### config.mk
export PLATFORM = sky130hd
export DESIGN_NAME = mpu_store_sequencer
export DESIGN_NICKNAME = d
export VERILOG_FILES = /design/src/rtl/mpu_store_sequencer.sv
export SDC_FILE = /design/constraint.sdc
export NUM_CORES = 1
export LEC_CHECK = 0
export CAP_MARGIN = 40
export CORE_MARGIN = 1
export CORE_UTILIZATION = 44
export DETAILED_ROUTE_END_ITERATION = 6
export HOLD_SLACK_MARGIN = 0.02
export PLACE_DENSITY = 0.83
export SYNTH_ARGS = -nofsm -noshare
export SYNTH_HDL_FRONTEND = slang
export SYNTH_SLANG_ARGS = --single-unit
export TNS_END_PERCENT = 50
### constraint.sdc
create_clock -name clk -period 9.01 [get_ports clk]
set_input_delay 1.802 -clock clk [delete_from_list [all_inputs] [get_ports clk]]
set_output_delay 1.802 -clock clk [all_outputs]
set_load 0.005 [all_outputs]
### src/rtl/mpu_store_sequencer.sv
// Walks one matrix register row-major and streams each element to memory over valid/ready.
// Latency: start at T -> probe at T+1 -> first valid at T+2; done one cycle after the last handshake.
// Backpressure: a stalled beat withholds store enable so the register file output holds the element.
// Optional size checking is enabled by defining MPU_STORE_CHECK_EN.
module mpu_store_sequencer #(
  parameter int FP              = 16,
  parameter int M               = 8,
  parameter int N               = 8,
  parameter int MBITS           = 3,
  parameter int NBITS           = 3,
  parameter int MATRIX_REG_SIZE = 5
) (
  input  logic                       clk,
  input  logic                       rst,
  input  logic                       start_in,
  input  logic [MATRIX_REG_SIZE-1:0] start_addr_in,
  output logic                       busy_out,
  output logic                       done_out,
  output logic                       err_out,
  output logic                       reg_store_en_out,
  output logic [MATRIX_REG_SIZE-1:0] reg_store_addr_out,
  output logic [MBITS:0]             reg_i_store_loc_out,
  output logic [NBITS:0]             reg_j_store_loc_out,
  input  logic [MBITS:0]             reg_m_store_size_in,
  input  logic [NBITS:0]             reg_n_store_size_in,
  input  logic [FP-1:0]              reg_store_element_in,
  output logic                       mem_valid_out,
  input  logic                       mem_ready_in,
  output logic [FP-1:0]              mem_data_out,
  output logic [MBITS:0]             mem_i_out,
  output logic [NBITS:0]             mem_j_out,
  output logic                       mem_last_out
);

  localparam int MW = MBITS + 1;
  localparam int NW = NBITS + 1;

  // Maximum sizes must be representable in the size/index fields.
  if (M > (2 ** MW) - 1 || N > (2 ** NW) - 1) begin : g_bad_params
    $error("mpu_store_sequencer: M/N do not fit in MBITS+1/NBITS+1 bits");
  end

  // FINISH is the done_out cycle following the last handshake.
  typedef enum logic [1:0] {IDLE, PROBE, STREAM, FINISH} state_t;

  state_t                     state_q, state_d;
  logic [MATRIX_REG_SIZE-1:0] addr_q;
  logic [MW-1:0]              i_q, i_adv, m_q, m_eff;
  logic [NW-1:0]              j_q, j_adv, n_q, n_eff;
  logic                       sized_q;
  logic                       last_loc, j_wrap, size_bad, adv;
  logic                       valid, store_en, done, err;

  // Sizes come straight from the file in the first stream cycle, then from the latched copy.
  always_comb begin
    m_eff    = sized_q ? m_q : reg_m_store_size_in;
    n_eff    = sized_q ? n_q : reg_n_store_size_in;
    last_loc = (i_q == m_eff - MW'(1)) && (j_q == n_eff - NW'(1));
    j_wrap   = (j_q == n_eff - NW'(1));
    i_adv    = j_wrap ? i_q + MW'(1) : i_q;
    j_adv    = j_wrap ? '0 : j_q + NW'(1);
`ifdef MPU_STORE_CHECK_EN
    size_bad = (m_eff == '0) || (n_eff == '0) || (m_eff > MW'(M)) || (n_eff > NW'(N));
`else
    size_bad = (m_eff == '0) || (n_eff == '0);
`endif
  end

  // Next-state and per-cycle control outputs.
  always_comb begin
    state_d  = state_q;
    valid    = 1'b0;
    store_en = 1'b0;
    done     = 1'b0;
    err      = 1'b0;
    adv      = 1'b0;
    case (state_q)
      IDLE: begin
        if (start_in) state_d = PROBE;
      end
      PROBE: begin
        store_en = 1'b1;
        state_d  = STREAM;
      end
      STREAM: begin
        if (size_bad) begin
          // Only reachable in the first stream cycle: nothing is emitted.
          done    = 1'b1;
`ifdef MPU_STORE_CHECK_EN
          err     = 1'b1;
`endif
          state_d = IDLE;
        end else begin
          valid = 1'b1;
          if (mem_ready_in) begin
            if (last_loc) begin
              state_d = FINISH;
            end else begin
              // Fetch the next element now so it is presented on the next cycle.
              store_en = 1'b1;
              adv      = 1'b1;
            end
          end
        end
      end
      FINISH: begin
        done    = 1'b1;
        state_d = IDLE;
      end
      default: state_d = IDLE;
    endcase
  end

  // State, latched address, sizes and the location of the presented element.
  always_ff @(posedge clk) begin
    if (rst) begin
      state_q <= IDLE;
      addr_q  <= '0;
      i_q     <= '0;
      j_q     <= '0;
      m_q     <= '0;
      n_q     <= '0;
      sized_q <= 1'b0;
    end else begin
      state_q <= state_d;
      if (state_q == IDLE && start_in) begin
        addr_q  <= start_addr_in;
        i_q     <= '0;
        j_q     <= '0;
        sized_q <= 1'b0;
      end
      if (state_q == STREAM && !sized_q) begin
        m_q     <= reg_m_store_size_in;
        n_q     <= reg_n_store_size_in;
        sized_q <= 1'b1;
      end
      if (adv) begin
        i_q <= i_adv;
        j_q <= j_adv;
      end
    end
  end

  assign busy_out            = (state_q != IDLE);
  assign done_out            = done;
  assign err_out             = err;
  assign reg_store_en_out    = store_en;
  assign reg_store_addr_out  = addr_q;
  assign reg_i_store_loc_out = adv ? i_adv : i_q;
  assign reg_j_store_loc_out = adv ? j_adv : j_q;
  assign mem_valid_out       = valid;
  assign mem_data_out        = reg_store_element_in;
  assign mem_i_out           = i_q;
  assign mem_j_out           = j_q;
  assign mem_last_out        = valid && last_loc;

endmodule
==> results by group <==
Status
  – Status: finished, final reports clean

Floorplanning
  – FP Rows: 22
  – Starting density of the core: 46.8%
  – Die area: 4240 sq um
  – Chip Height: 65.1 microns
  – Top Ports: 76
  – Die Width: 65.1 microns
  – Core area: 3740 sq um

STA
  – Final setup vio count: 0
  – TNS Setup: 0 ns
  – WHS: 0.458 ns
  – Fin crit period: 6.68 ns
  – RSZ-0062 raised after global routing: no
  – F_max: 150 MHz
  – Final period utilization: 74.2%
  – Relative slew slack: 54.5%
  – Final hold viol count: 0
  – Final setup margin: 2.33 ns
  – Clock Skew: 0.00223 ns
  – Pins Over Slew Limit: 0
  – Worst-Margin Slew: 0.682 ns

Hold path
  – Hold Path Stages: 2
  – Hold Path End: n_q[1]
  – HP Start: n_q[1]
  – Hold WC Path Type: reg2reg

CTS
  – Reg clk slew, reported paths: 0.08 ns
  – # resized after CTS: 0
  – # hold bufs at CTS: 0
  – Worst-Skew Late Latency: 0.27 ns
  – H-tree depth: 1
  – CTS Buf Count: 3
  – Post-CTS Setup Bufs: 0
  – CTS tree: yes
  – CTS Buffer Depth: 2
  – Root Driver: clkbuf_8
  – Clock Sinks: 24

Place
  – Dpl cell area: 2070 sq um
  – Port bufs: 42
  – Placer congestion estimate: 0.779
  – Setup WS pre-CTS: 2.32 ns
  – DP HPWL: 2710 microns

Routing
  – Final antenna-violating net count: 0
  – DR iter-0 viols: 68
  – DR WL/cell: 12.9 microns
  – Via density: 5.27
  – Drt first pass iters: 4
  – DRC violations left: 0
  – Final wirelength: 3670 microns
  – Vias post-DR: 1503

Critical path
  – CP startpoint kind: primary input
  – Critical path required time: 7.21 ns
  – Worst reg2reg path depth: 9
  – CP peak stage delay: 0.44 ns
  – R2r startpoint: sized_q
  – CP endpoint kind: output port
  – R2R Path End: mem_i_out[3]
  – Slowest stage cell, crit path: clkdlybuf4s50_1
  – Reg2reg setup slack: 5.68 ns
  – Cells along the critical path: clkdlybuf4s50_1 -> mux2i_1 -> ha_1 -> xor2_1 -> and4bb_1 -> o211ai_1 -> nor2_2 -> a21oi_1 -> nand2_1 -> mux2_1 -> clkdlybuf4s50_1
  – Worst EP arrival: 4.88 ns
  – WS Path Type: in2out
  – Critical path peak fanout: 8
  – CP most frequent cell: clkdlybuf4s50_1

Cells and area
  – Final nets: 282
  – Area grow syn2layout: 21.1%
  – # diodes: 0
  – Layout fillers: 373
  – Share of cells above drive strength 1: 5.49%
  – Layout Utilization: 56.7%
  – Design Area, Final: 2120 sq um

Global route
  – GR Util All Layers: 18.6%
  – Largest net degree at the start of global routing: 24
  – Vias in the first global route: 1372
  – Remaining Overflow, GRT: 0
  – First-pass GRT wire length: 6270 microns
  – Initial antenna violation count: 0

Yosys
  – Synth Cell Area: 1750 sq um
  – Commonest cells in the netlist: nand2_1, dfxtp_1, a21oi_1, buf_4, ha_1
  – Area contributors post-synth: dfxtp_1, nand2_1, ha_1
  – Synth async-reset ratio: 0%
  – Most common cell in the netlist: nand2_1
  – Syn_nets: 262
  – Synth Area per Inst: 8.04 sq um
  – Post-synthesis cell count: 218
  – Seq cells post-synth: 24
  – Synth area leader: dfxtp_1
  – YS warnings: 0
  – Seq/Total Area, Yosys: 27.4%
  – Yosys cell types: 48
  – Dominant synthesized flop cell: dfxtp_1
  – Post-synth top area share: 27.4%
  – EDFF count, synth: 0

Power
  – Static leakage: 0.783 nW
  – Maximum VDD drop: 0.0000802 V
  – P per Cell Area: 143 nW/um^2

Run
  – Max Cap Violations: 0
[kinds of logic after synthesis]
family	after synthesis	synth area share, %
AO/OA/AOI/OAI	40	15.3
buffers and inverters	36	12.8
multiplexers	12	7.29
AND/OR/NAND/NOR	81	22.6
other	1	0.214
flip-flops	24	27.4
XOR/XNOR	13	6.50
adder cells (fa/ha/maj)	11	7.86
[flip-flops by register name (all words and copies together), names as in the netlist]
| signal | count |
|---|---|
| sized_q | 1 |
| n_q | 4 |
| reg_store_addr_out | 5 |
| m_q | 4 |
| mem_j_out | 4 |
| mem_i_out | 4 |
| state_q | 2 |
[stage by stage]
stage,power (mW),std cells
finish,0.304,285
global route,0.327,285
CTS,0.306,285
detailed placement,0.231,281
global placement,0.227,280
floorplan,0.202,218
[worst max-delay path: cells and delay by family]
family | cells | cell delay, ns
AND/OR/NAND/NOR | 3 | 0.49
adder cells (fa/ha/maj) | 1 | 0.23
AO/OA/AOI/OAI | 2 | 0.57
multiplexers | 2 | 0.68
XOR/XNOR | 1 | 0.24
buffers and inverters | 2 | 0.86
[per-layer routing]
layer  GRT usage, %  vias up  routed length [microns]
met3           2.43        9                      162
li1               -      776                        -
met1           25.7      681                     1750
met5              0        -                        0
met4           7.07        0                       65
met2           29.3       37                     1690
[cells in the final DEF (no fill, tap or decap), types with 2 or more instances in the layout]
master	n
mux2i_1	9
xor2_1	3
nand2b_1	2
ha_1	11
or3_1	4
nand3_1	6
nand2_1	38
a31oi_1	2
a22o_1	2
clkbuf_8	4
nand4_1	6
nor3b_1	3
clkdlybuf4s50_1	42
inv_1	8
xnor2_1	10
o21ai_1	4
a21oi_1	19
o31ai_1	2
dfxtp_1	24
nor3_1	5
nor2_1	8
[area by class of cell]
cell class              count  area [sq um]  area share [%]
multi-input cells         158          1050            49.4
flip-flops and latches     24           480            22.7
repair buffers             43           448            21.1
well taps                  48          60.1            2.83
clock buffers               4          55.1            2.60
inverters                   8          30.0            1.42
[report_power, final]
group / internal (mW) / total, mW / leakage [nW] / switching (mW)
registers: 0.115 / 0.125 / 0.195 / 0.0103
clock network: 0.0391 / 0.0758 / 0.0288 / 0.0367
logic: 0.0494 / 0.103 / 0.560 / 0.0536
total: 0.203 / 0.304 / 0.783 / 0.101
[worst max-delay path by stage]
stage | from | endpoint | depth (start not counted)
3_3_place_gp | reg_n_store_size_in[0] | reg_i_store_loc_out[3] | 11
6_report | reg_n_store_size_in[0] | reg_i_store_loc_out[1] | 11
3_5_place_dp | reg_n_store_size_in[0] | reg_i_store_loc_out[3] | 11
2_1_floorplan | reg_n_store_size_in[0] | reg_i_store_loc_out[1] | 9
5_1_grt | reg_n_store_size_in[0] | reg_i_store_loc_out[1] | 11
4_1_cts | reg_n_store_size_in[0] | reg_i_store_loc_out[3] | 11
No activity file was read; power rests on OpenSTA's default activity.
